[config.mk]
export PLATFORM = sky130hd
export DESIGN_NAME = ex_muldiv_stage
export DESIGN_NICKNAME = d
export VERILOG_FILES = /design/src/rtl/ex_muldiv_stage.sv
export SDC_FILE = /design/constraint.sdc
export NUM_CORES = 1
export LEC_CHECK = 0
export CAP_MARGIN = 20
export CORE_AREA = 5 5 243 245
export CTS_CLUSTER_SIZE = 40
export DETAILED_ROUTE_END_ITERATION = 8
export DIE_AREA = 0 0 248 250
export GPL_ROUTABILITY_DRIVEN = 0
export SLEW_MARGIN = 20
export SYNTH_ARGS = -nofsm -noshare
export SYNTH_HDL_FRONTEND = slang
export SYNTH_SLANG_ARGS = --single-unit
[constraint.sdc]
create_clock -name clk -period 4.83 [get_ports clk]
set_input_delay 0.966 -clock clk [delete_from_list [all_inputs] [get_ports clk]]
set_output_delay 0.966 -clock clk [all_outputs]
set_load 0.05 [all_outputs]
[src/rtl/ex_muldiv_stage.sv]
// rtl/ex_muldiv_stage.sv - iterative MULT/MULTU/DIV/DIVU unit with architectural HI/LO registers
// Optional feature macro MULDIV_EARLY_OUT_EN: multiplies leave RUN once the remaining multiplier bits are zero.
module ex_muldiv_stage #(
    parameter int DATA_W = 32,
    parameter int CNT_W  = $clog2(DATA_W) + 1
) (
    input  logic              clk,
    input  logic              reset,
    input  logic              i_valid,
    input  logic              i_flush,
    input  logic [2:0]        i_muldiv_op,
    input  logic              i_mfhilo,
    input  logic              i_hilo_sel,
    input  logic [DATA_W-1:0] i_read_data_1,
    input  logic [DATA_W-1:0] i_read_data_2,
    input  logic [DATA_W-1:0] i_forwarded_value_a,
    input  logic [DATA_W-1:0] i_forwarded_value_b,
    input  logic              i_use_forwarded_a,
    input  logic              i_use_forwarded_b,
    output logic              o_stall,
    output logic              o_busy,
    output logic [DATA_W-1:0] o_hi,
    output logic [DATA_W-1:0] o_lo,
    output logic [DATA_W-1:0] o_hilo_read,
    output logic              o_div_by_zero
);
    localparam logic [2:0] OP_MULT  = 3'd1;
    localparam logic [2:0] OP_MULTU = 3'd2;
    localparam logic [2:0] OP_DIV   = 3'd3;
    localparam logic [2:0] OP_DIVU  = 3'd4;
    localparam logic [2:0] OP_MTHI  = 3'd5;
    localparam logic [2:0] OP_MTLO  = 3'd6;

    typedef enum logic [1:0] {S_IDLE, S_RUN, S_FIX} state_t;

    state_t              state_q, state_d;
    logic [CNT_W-1:0]    cnt_q, cnt_d;
    logic [DATA_W-1:0]   hi_q, hi_d, lo_q, lo_d;
    // Multiply: running product. Divide: {remainder, quotient/dividend}.
    logic [2*DATA_W-1:0] acc_q, acc_d;
    // Multiply: left-shifting multiplicand. Divide: divisor in the low half.
    logic [2*DATA_W-1:0] mcand_q, mcand_d;
    // Multiply: right-shifting multiplier. Divide: raw dividend kept for the divide-by-zero result.
    logic [DATA_W-1:0]   mplr_q, mplr_d;
    logic                is_div_q, is_div_d;
    logic                dz_q, dz_d;
    logic                res_neg_q, res_neg_d;
    logic                rem_neg_q, rem_neg_d;

    logic [DATA_W-1:0]   op_a, op_b, abs_a, abs_b, mplr_shift, quo, rem;
    logic                op_is_md, op_is_div, op_signed, sign_a, sign_b, hilo_op, issue;
    logic [DATA_W:0]     div_trial;
    logic [2*DATA_W-1:0] div_step;

    assign op_a = i_use_forwarded_a ? i_forwarded_value_a : i_read_data_1;
    assign op_b = i_use_forwarded_b ? i_forwarded_value_b : i_read_data_2;

    assign op_is_md  = (i_muldiv_op >= OP_MULT) && (i_muldiv_op <= OP_DIVU);
    assign op_is_div = (i_muldiv_op == OP_DIV) || (i_muldiv_op == OP_DIVU);
    assign op_signed = (i_muldiv_op == OP_MULT) || (i_muldiv_op == OP_DIV);
    assign sign_a    = op_signed & op_a[DATA_W-1];
    assign sign_b    = op_signed & op_b[DATA_W-1];
    assign abs_a     = sign_a ? -op_a : op_a;
    assign abs_b     = sign_b ? -op_b : op_b;
    assign hilo_op   = i_mfhilo || ((i_muldiv_op >= OP_MULT) && (i_muldiv_op <= OP_MTLO));

    assign issue = i_valid & ~i_flush & ~o_stall;

    assign quo        = acc_q[DATA_W-1:0];
    assign rem        = acc_q[2*DATA_W-1:DATA_W];
    assign mplr_shift = mplr_q >> 1;

    // Restoring step: a borrow in the top bit means the shifted remainder stays.
    assign div_trial = {acc_q[2*DATA_W-1:DATA_W], acc_q[DATA_W-1]} - {1'b0, mcand_q[DATA_W-1:0]};
    assign div_step  = div_trial[DATA_W] ? {acc_q[2*DATA_W-2:0], 1'b0}
                                         : {div_trial[DATA_W-1:0], acc_q[DATA_W-2:0], 1'b1};

    always_ff @(posedge clk or negedge reset) begin
        if (!reset) begin
            state_q   <= S_IDLE;
            cnt_q     <= '0;
            hi_q      <= '0;
            lo_q      <= '0;
            acc_q     <= '0;
            mcand_q   <= '0;
            mplr_q    <= '0;
            is_div_q  <= 1'b0;
            dz_q      <= 1'b0;
            res_neg_q <= 1'b0;
            rem_neg_q <= 1'b0;
        end else begin
            state_q   <= state_d;
            cnt_q     <= cnt_d;
            hi_q      <= hi_d;
            lo_q      <= lo_d;
            acc_q     <= acc_d;
            mcand_q   <= mcand_d;
            mplr_q    <= mplr_d;
            is_div_q  <= is_div_d;
            dz_q      <= dz_d;
            res_neg_q <= res_neg_d;
            rem_neg_q <= rem_neg_d;
        end
    end

    always_comb begin
        state_d = state_q;
        case (state_q)
            S_IDLE: if (issue && op_is_md) state_d = S_RUN;
            S_RUN: begin
                if (cnt_q == CNT_W'(1)) state_d = S_FIX;
`ifdef MULDIV_EARLY_OUT_EN
                if (!is_div_q && (mplr_shift == '0)) state_d = S_FIX;
`endif
            end
            S_FIX:   state_d = S_IDLE;
            default: state_d = S_IDLE;
        endcase
    end

    always_comb begin
        o_busy        = (state_q != S_IDLE);
        o_div_by_zero = (state_q == S_FIX) && dz_q;
        o_stall       = o_busy & i_valid & hilo_op;
        o_hi          = hi_q;
        o_lo          = lo_q;
        o_hilo_read   = i_hilo_sel ? hi_q : lo_q;
    end

    always_comb begin
        cnt_d     = cnt_q;
        hi_d      = hi_q;
        lo_d      = lo_q;
        acc_d     = acc_q;
        mcand_d   = mcand_q;
        mplr_d    = mplr_q;
        is_div_d  = is_div_q;
        dz_d      = dz_q;
        res_neg_d = res_neg_q;
        rem_neg_d = rem_neg_q;
        case (state_q)
            S_IDLE: begin
                if (issue && op_is_md) begin
                    is_div_d  = op_is_div;
                    dz_d      = op_is_div && (op_b == '0);
                    res_neg_d = sign_a ^ sign_b;
                    rem_neg_d = sign_a;
                    cnt_d     = CNT_W'(DATA_W);
                    if (op_is_div) begin
                        acc_d   = {{DATA_W{1'b0}}, abs_a};
                        mcand_d = {{DATA_W{1'b0}}, abs_b};
                        mplr_d  = op_a;
                    end else begin
                        acc_d   = '0;
                        mcand_d = {{DATA_W{1'b0}}, abs_a};
                        mplr_d  = abs_b;
                    end
                end else if (issue && (i_muldiv_op == OP_MTHI)) begin
                    hi_d = op_a;
                end else if (issue && (i_muldiv_op == OP_MTLO)) begin
                    lo_d = op_a;
                end
            end
            S_RUN: begin
                cnt_d = cnt_q - CNT_W'(1);
                if (is_div_q) begin
                    acc_d = div_step;
                end else begin
                    if (mplr_q[0]) acc_d = acc_q + mcand_q;
                    mcand_d = mcand_q << 1;
                    mplr_d  = mplr_shift;
                end
            end
            S_FIX: begin
                if (is_div_q) begin
                    if (dz_q) begin
                        hi_d = mplr_q;
                        lo_d = '1;
                    end else begin
                        lo_d = res_neg_q ? -quo : quo;
                        hi_d = rem_neg_q ? -rem : rem;
                    end
                end else begin
                    {hi_d, lo_d} = res_neg_q ? -acc_q : acc_q;
                end
            end
            default: ;
        endcase
    end
endmodule

==> impl_metrics.toml, run 1 <==
[setup_path]
worstSetupPathType = "flop to flop"
worstPathArrival_ns = 4.79
start_kind = "flop"
crit_path_end_kind = "flop"
critical_path.max_fanout = 6
required_ns = 5.33

[cts]
cts_tree = "built"
clock_path_buffers = 3
cts.reportedPaths.clkPinSlew_ns = 0.07
cts_max_level = 1
postCtsSetupBuffers = 0
ctsHoldBuffers = 0
root_buffer = "clkbuf_16"
clock_latency_ns = 0.60
post_cts_resize_count = 0
cts_sinks = 236
numCtsBuffers = 30

[final_layout]
drive_gt1_share_pct = 8.03
fin_nets = 3324
multi_input_area_um2 = 15400
final_cell_area_um2 = 26700
final_core_util_pct = 46.8
seqCellArea_um2 = 5910
syn_to_final_growth_pct = 19.4
n_fill_cell = 5582
layoutNonFillerInstCount = 3868

[power_and_ir_drop]
p_per_area_nw_per_um2 = 797
p_leak_nw = 11.1
p_total_mw = 21.2
irDropWorstVdd_mv = 0.406

[timing]
fin_tns_setup_ns = 0
worstMarginPinSlew_ns = 0.939
timing_hold_violations_final = 0
max_freq_mhz = 233
fin_hold_ws_ns = 0.394
rsz0062_at_grt = "no"
fin_crit_ns = 4.29
slew_headroom_pct = 37.3
maxSlewViolCount = 0
setup_ws_ns = 0.544
skew_ns = 0.0203
period_share_pct = 88.7
setup_viol = 0

[floorplan]
rows = 88
die_width_um = 248
design.die.area_um2 = 62000
die_height_um = 250
initial_core_util_pct = 39.2
core_um2 = 56900
io_pins = 238

[yosys]
synth_edf_count = 0
synth_ff_type = "dfrtp_1"
ys_async_sr_fraction_pct = 100
ys_types = 84
synth_cells = 2941
synth_fp_nets = 3183
yosys_warnings = 0
seq_area_frac_synth_pct = 26.4
syn_avg_cell_area_um2 = 7.59
syn_area_um2 = 22300
synth-seq-cells = 236

[drt]
viasPerCell = 6.28
ant_nets = 0
dr.pass1.iters = 8
vias = 24300
drt-wirelength-per-cell_um = 25.0
first_iter_violations = 3171
routed_wl_mm = 96.5
drc_errors = 0

[grt]
track_usage_pct = 29.7
grt_pass1_vias = 22800
grt.overflow.total = 0
grt_max_degree = 106
grt_pass1_wl_mm = 144
antenna_found_initial = 1

[place]
dpl_cell_area_um2 = 25600
port_buffers = 237
dpl.hpwl_mm = 75.0
dp.cells = 3815
dp_slack_ns = 0.316

[flow_run]
maxCapViolations = 0

[outcome]
outcome = "finished clean"

[worst_hold_path]
hold_path_class = "primary input to asynchronous set/reset pin"
[worst max-delay path: stages (launching register included)]
cell	delay, ns
dfrtp_1	0.53
inv_1	0.32
ha_1	0.28
or3b_2	0.56
nor4_1	0.71
nand3_1	0.25
or4_1	0.61
o21ai_0	0.23
xnor2_1	0.09
o211ai_1	0.33
o211ai_1	0.15
o21a_1	0.12
[state kept, by name, indices dropped and copies added (netlist names)]
register	flops
acc_q	64
cnt_q	6
dz_q	1
is_div_q	1
mcand_q	64
mplr_q	32
o_hi	32
o_lo	32
rem_neg_q	1
res_neg_q	1
state_q	2
[layout make-up]
| class | count | share of cell area [%] |
|---|---|---|
| clock inverters | 14 | 0.991 |
| repair buffers | 327 | 11.4 |
| clock buffers | 38 | 3.08 |
| diodes | 1 | 0.00939 |
| inverters | 72 | 1.01 |
| multi-input cells | 2415 | 57.7 |
| well taps | 765 | 3.59 |
| flip-flops and latches | 236 | 22.2 |
[kinds of logic (layout without fill, tap and decap cells)]
group	Yosys count	count (layout)	share of synthesized area [%]
flops	236	236	26.4
other cells	0	1	0
xor+xnor	205	205	8.04
buf+inv	290	451	5.01
compound gates	992	992	27.8
simple gates	972	972	20.1
mux	143	143	6.67
fa+ha+maj	103	103	5.84
[final timing paths]
path                       startpoint     endpoint  slack, ns  cells after the start
max                         acc_q[33]     o_hi[28]       0.54                     11
min                             reset      o_hi[1]       0.39                      1
max reg2reg                 acc_q[33]     o_hi[28]       0.54                     11
min reg2reg                  cnt_q[4]     cnt_q[4]       0.49                      1
max in group asynchronous       reset  mcand_q[14]       3.28                      2
min in group clk             cnt_q[4]     cnt_q[4]       0.49                      1
[Yosys cell counts (29+ instances only)]
| cell | number | area (µm²) |
|---|---|---|
| mux2i_1 | 97 | 971 |
| xnor2_1 | 119 | 1040 |
| a221oi_1 | 39 | 342 |
| xor2_1 | 86 | 753 |
| inv_1 | 71 | 267 |
| mux2_2 | 46 | 518 |
| a21oi_1 | 229 | 1150 |
| clkbuf_1 | 177 | 664 |
| o211ai_1 | 75 | 563 |
| nor3_1 | 74 | 370 |
| ha_1 | 101 | 1260 |
| o21ai_0 | 319 | 1600 |
| nand2_1 | 373 | 1400 |
| a21o_1 | 61 | 458 |
| nand4_1 | 35 | 219 |
| o22ai_1 | 29 | 181 |
| dfrtp_1 | 236 | 5910 |
| nor2_1 | 231 | 867 |
| nand3_1 | 85 | 425 |
[report_power, final]
| group | switching [mW] | leakage, nW | total (mW) | internal, mW |
|---|---|---|---|---|
| Combinational | 9.14 | 7.69 | 14.3 | 5.17 |
| Clock | 0.993 | 0.533 | 2.56 | 1.57 |
| Sequential | 1.48 | 2.85 | 4.38 | 2.90 |
| Total | 11.6 | 11.1 | 21.2 | 9.63 |
[layer usage]
| metal | track usage (%) | routed length [µm] | vias up |
|---|---|---|---|
| met5 | 0 | 0 | - |
| met4 | 12.9 | 5330 | 0 |
| met3 | 7.25 | 10900 | 277 |
| met2 | 45.4 | 41700 | 1470 |
| met1 | 39.9 | 38600 | 11500 |
| li1 | - | - | 11000 |
[cell usage in the layout (no fill, tap or decap), drive strengths merged, types with 17 or more instances in the layout]
master           n
o21a            27
nor2           231
mux2i           97
xnor2          119
xor2            86
or3             27
o31ai           25
nand4           35
buf            113
o22ai           29
a22oi           20
clkbuf          38
nand2          373
o221ai          23
nor2b           22
nor3            75
ha             101
a221oi          39
inv             72
o211ai          75
mux2            46
a31oi           17
o21bai          20
nand3           85
nor3b           17
a21oi          230
a21o            61
o21ai          321
clkdlybuf4s50  214
a211oi          27
dfrtp          236
nand2b          24
(Power assumes the default switching activity.)
==> run 2, diff against run 1 <==
- SETUP_SLACK_MARGIN: unset -> 0.3
==> impl_metrics.toml, run 2 (synthesized netlist as in run 1, its figures left out) <==
[power_and_ir_drop]
switching_share_pct = 55.4
p_leak_nw = 11.0
power.internal_mw = 9.36
p_total_mw = 21.0
p_comb_share_pct = 68.7
irDropWorstVdd_mv = 0.515
p_sw_mw = 11.6
p_per_area_nw_per_um2 = 791
power_frac_seq_pct = 20.7
clock_power_share_pct = 10.6

[drt]
first_iter_violations = 3462
viasPerCell = 6.26
drt-wirelength-per-cell_um = 25.0
drc_errors = 0
vias = 24200
ant_nets = 0
routed_wl_mm = 96.6
dr.pass1.iters = 6

[timing]
rsz0062_at_grt = "no"
skew_ns = 0.0261
fin_tns_setup_ns = 0
max_freq_mhz = 247
maxSlewViolCount = 0
fin_crit_ns = 4.04
period_share_pct = 83.7
slew_headroom_pct = 30.2
worstMarginPinSlew_ns = 1.04
setup_viol = 0
timing_hold_violations_final = 0

[grt]
grt_pass1_vias = 22800
grt.overflow.total = 0
antenna_found_initial = 1
track_usage_pct = 29.7
grt_pass1_wl_mm = 143
grt_max_degree = 98

[floorplan]
core_um2 = 56900
design.die.area_um2 = 62000
io_pins = 238
die_width_um = 248
initial_core_util_pct = 39.2
rows = 88
die_height_um = 250

[outcome]
outcome = "finished clean"

[cts]
numCtsBuffers = 29
clock_latency_ns = 0.60
ctsHoldBuffers = 0
postCtsSetupBuffers = 0
post_cts_resize_count = 0
clock_path_buffers = 3
cts.reportedPaths.clkPinSlew_ns = 0.06
cts_max_level = 1
cts_sinks = 236
root_buffer = "clkbuf_16"
cts_tree = "built"

[setup_path]
required_ns = 5.27
worstPathArrival_ns = 4.48
crit_path_end_kind = "flop"
critical_path.max_fanout = 39
worstRegToRegCells = 12
start_kind = "flop"
worstSetupPathType = "flop to flop"

[final_layout]
reg_top3 = "acc_q: 64 flops, mcand_q: 64 flops"
final_cell_mix = "372 x nand2_1, 317 x o21ai_0, 235 x dfrtp_1"
syn_to_final_growth_pct = 18.8
final_common_cell = "nand2_1"
drive_gt1_share_pct = 8.28
fin_nets = 3325

[worst_hold_path]
hold_path_class = "primary input to asynchronous set/reset pin"

[place]
dpl.hpwl_mm = 75.1
port_buffers = 237

[flow_run]
maxCapViolations = 0
-- run 2: final timing paths --
kind	slack, ns	endpoint	startpoint
hold / removal	0.40	o_lo[2]	reset
min in group clk	0.47	cnt_q[5]	cnt_q[5]
setup / recovery	0.79	acc_q[38]	acc_q[39]
setup reg to reg	0.79	acc_q[38]	acc_q[39]
hold reg to reg	0.47	cnt_q[5]	cnt_q[5]
max in group asynchronous	3.28	o_hi[20]	reset
-- run 2: critical path, cell delays in order, from the launching register on --
cell,delay (ns)
dfrtp_1,0.80
ha_1,0.39
and2_1,0.21
o2111a_1,0.15
o21a_1,0.12
o211ai_1,0.56
o21ai_0,0.28
a311oi_4,0.38
buf_12,0.28
mux2i_1,0.35
nor2_1,0.08
a21oi_1,0.12
o21ai_0,0.09
-- run 2: final cells by class --
class | instances | area, µm²
Timing Repair Buffer | 329 | 3050
Tap cell | 765 | 957
Fill cell | 5701 | 30400
Inverter | 72 | 270
Clock buffer | 41 | 861
Antenna cell | 1 | 2.50
Sequential cell | 236 | 5910
Clock inverter | 12 | 100
Multi-Input combinational cell | 2415 | 15400
-- run 2: metrics by stage --
step	area (µm²)	hold slack [ns]	util (%)	std cells	worst slack (ns)
floorplan	22300	0.446	-	2941	0.311
global placement	25600	0.460	44.9	3817	0.544
detailed placement	25600	0.475	44.9	3817	0.466
CTS	26500	0.463	46.6	3870	0.664
global route	26500	0.472	46.6	3870	0.634
finish	26500	0.397	46.6	3871	0.786
-- run 2: routing by layer --
layer  global-route usage [%]  vias to the layer above  part of all wire (%)
met5                        0                        -                     0
met4                     13.5                        0                   5.6
met3                     5.46                      251                    10
met2                     46.1                     1455                    44
met1                     40.1                    11500                    40
li1                         -                    11000                     -
-- run 2: power groups by stage --
stage	clock network (mW)	logic (mW)	registers [mW]
after floorplan	0	9.00	4.58
after global placement	0	13.9	4.26
after detailed placement	0	14.0	4.30
after CTS	2.25	14.1	4.27
after global routing	2.33	15.5	4.42
final	2.23	14.4	4.34
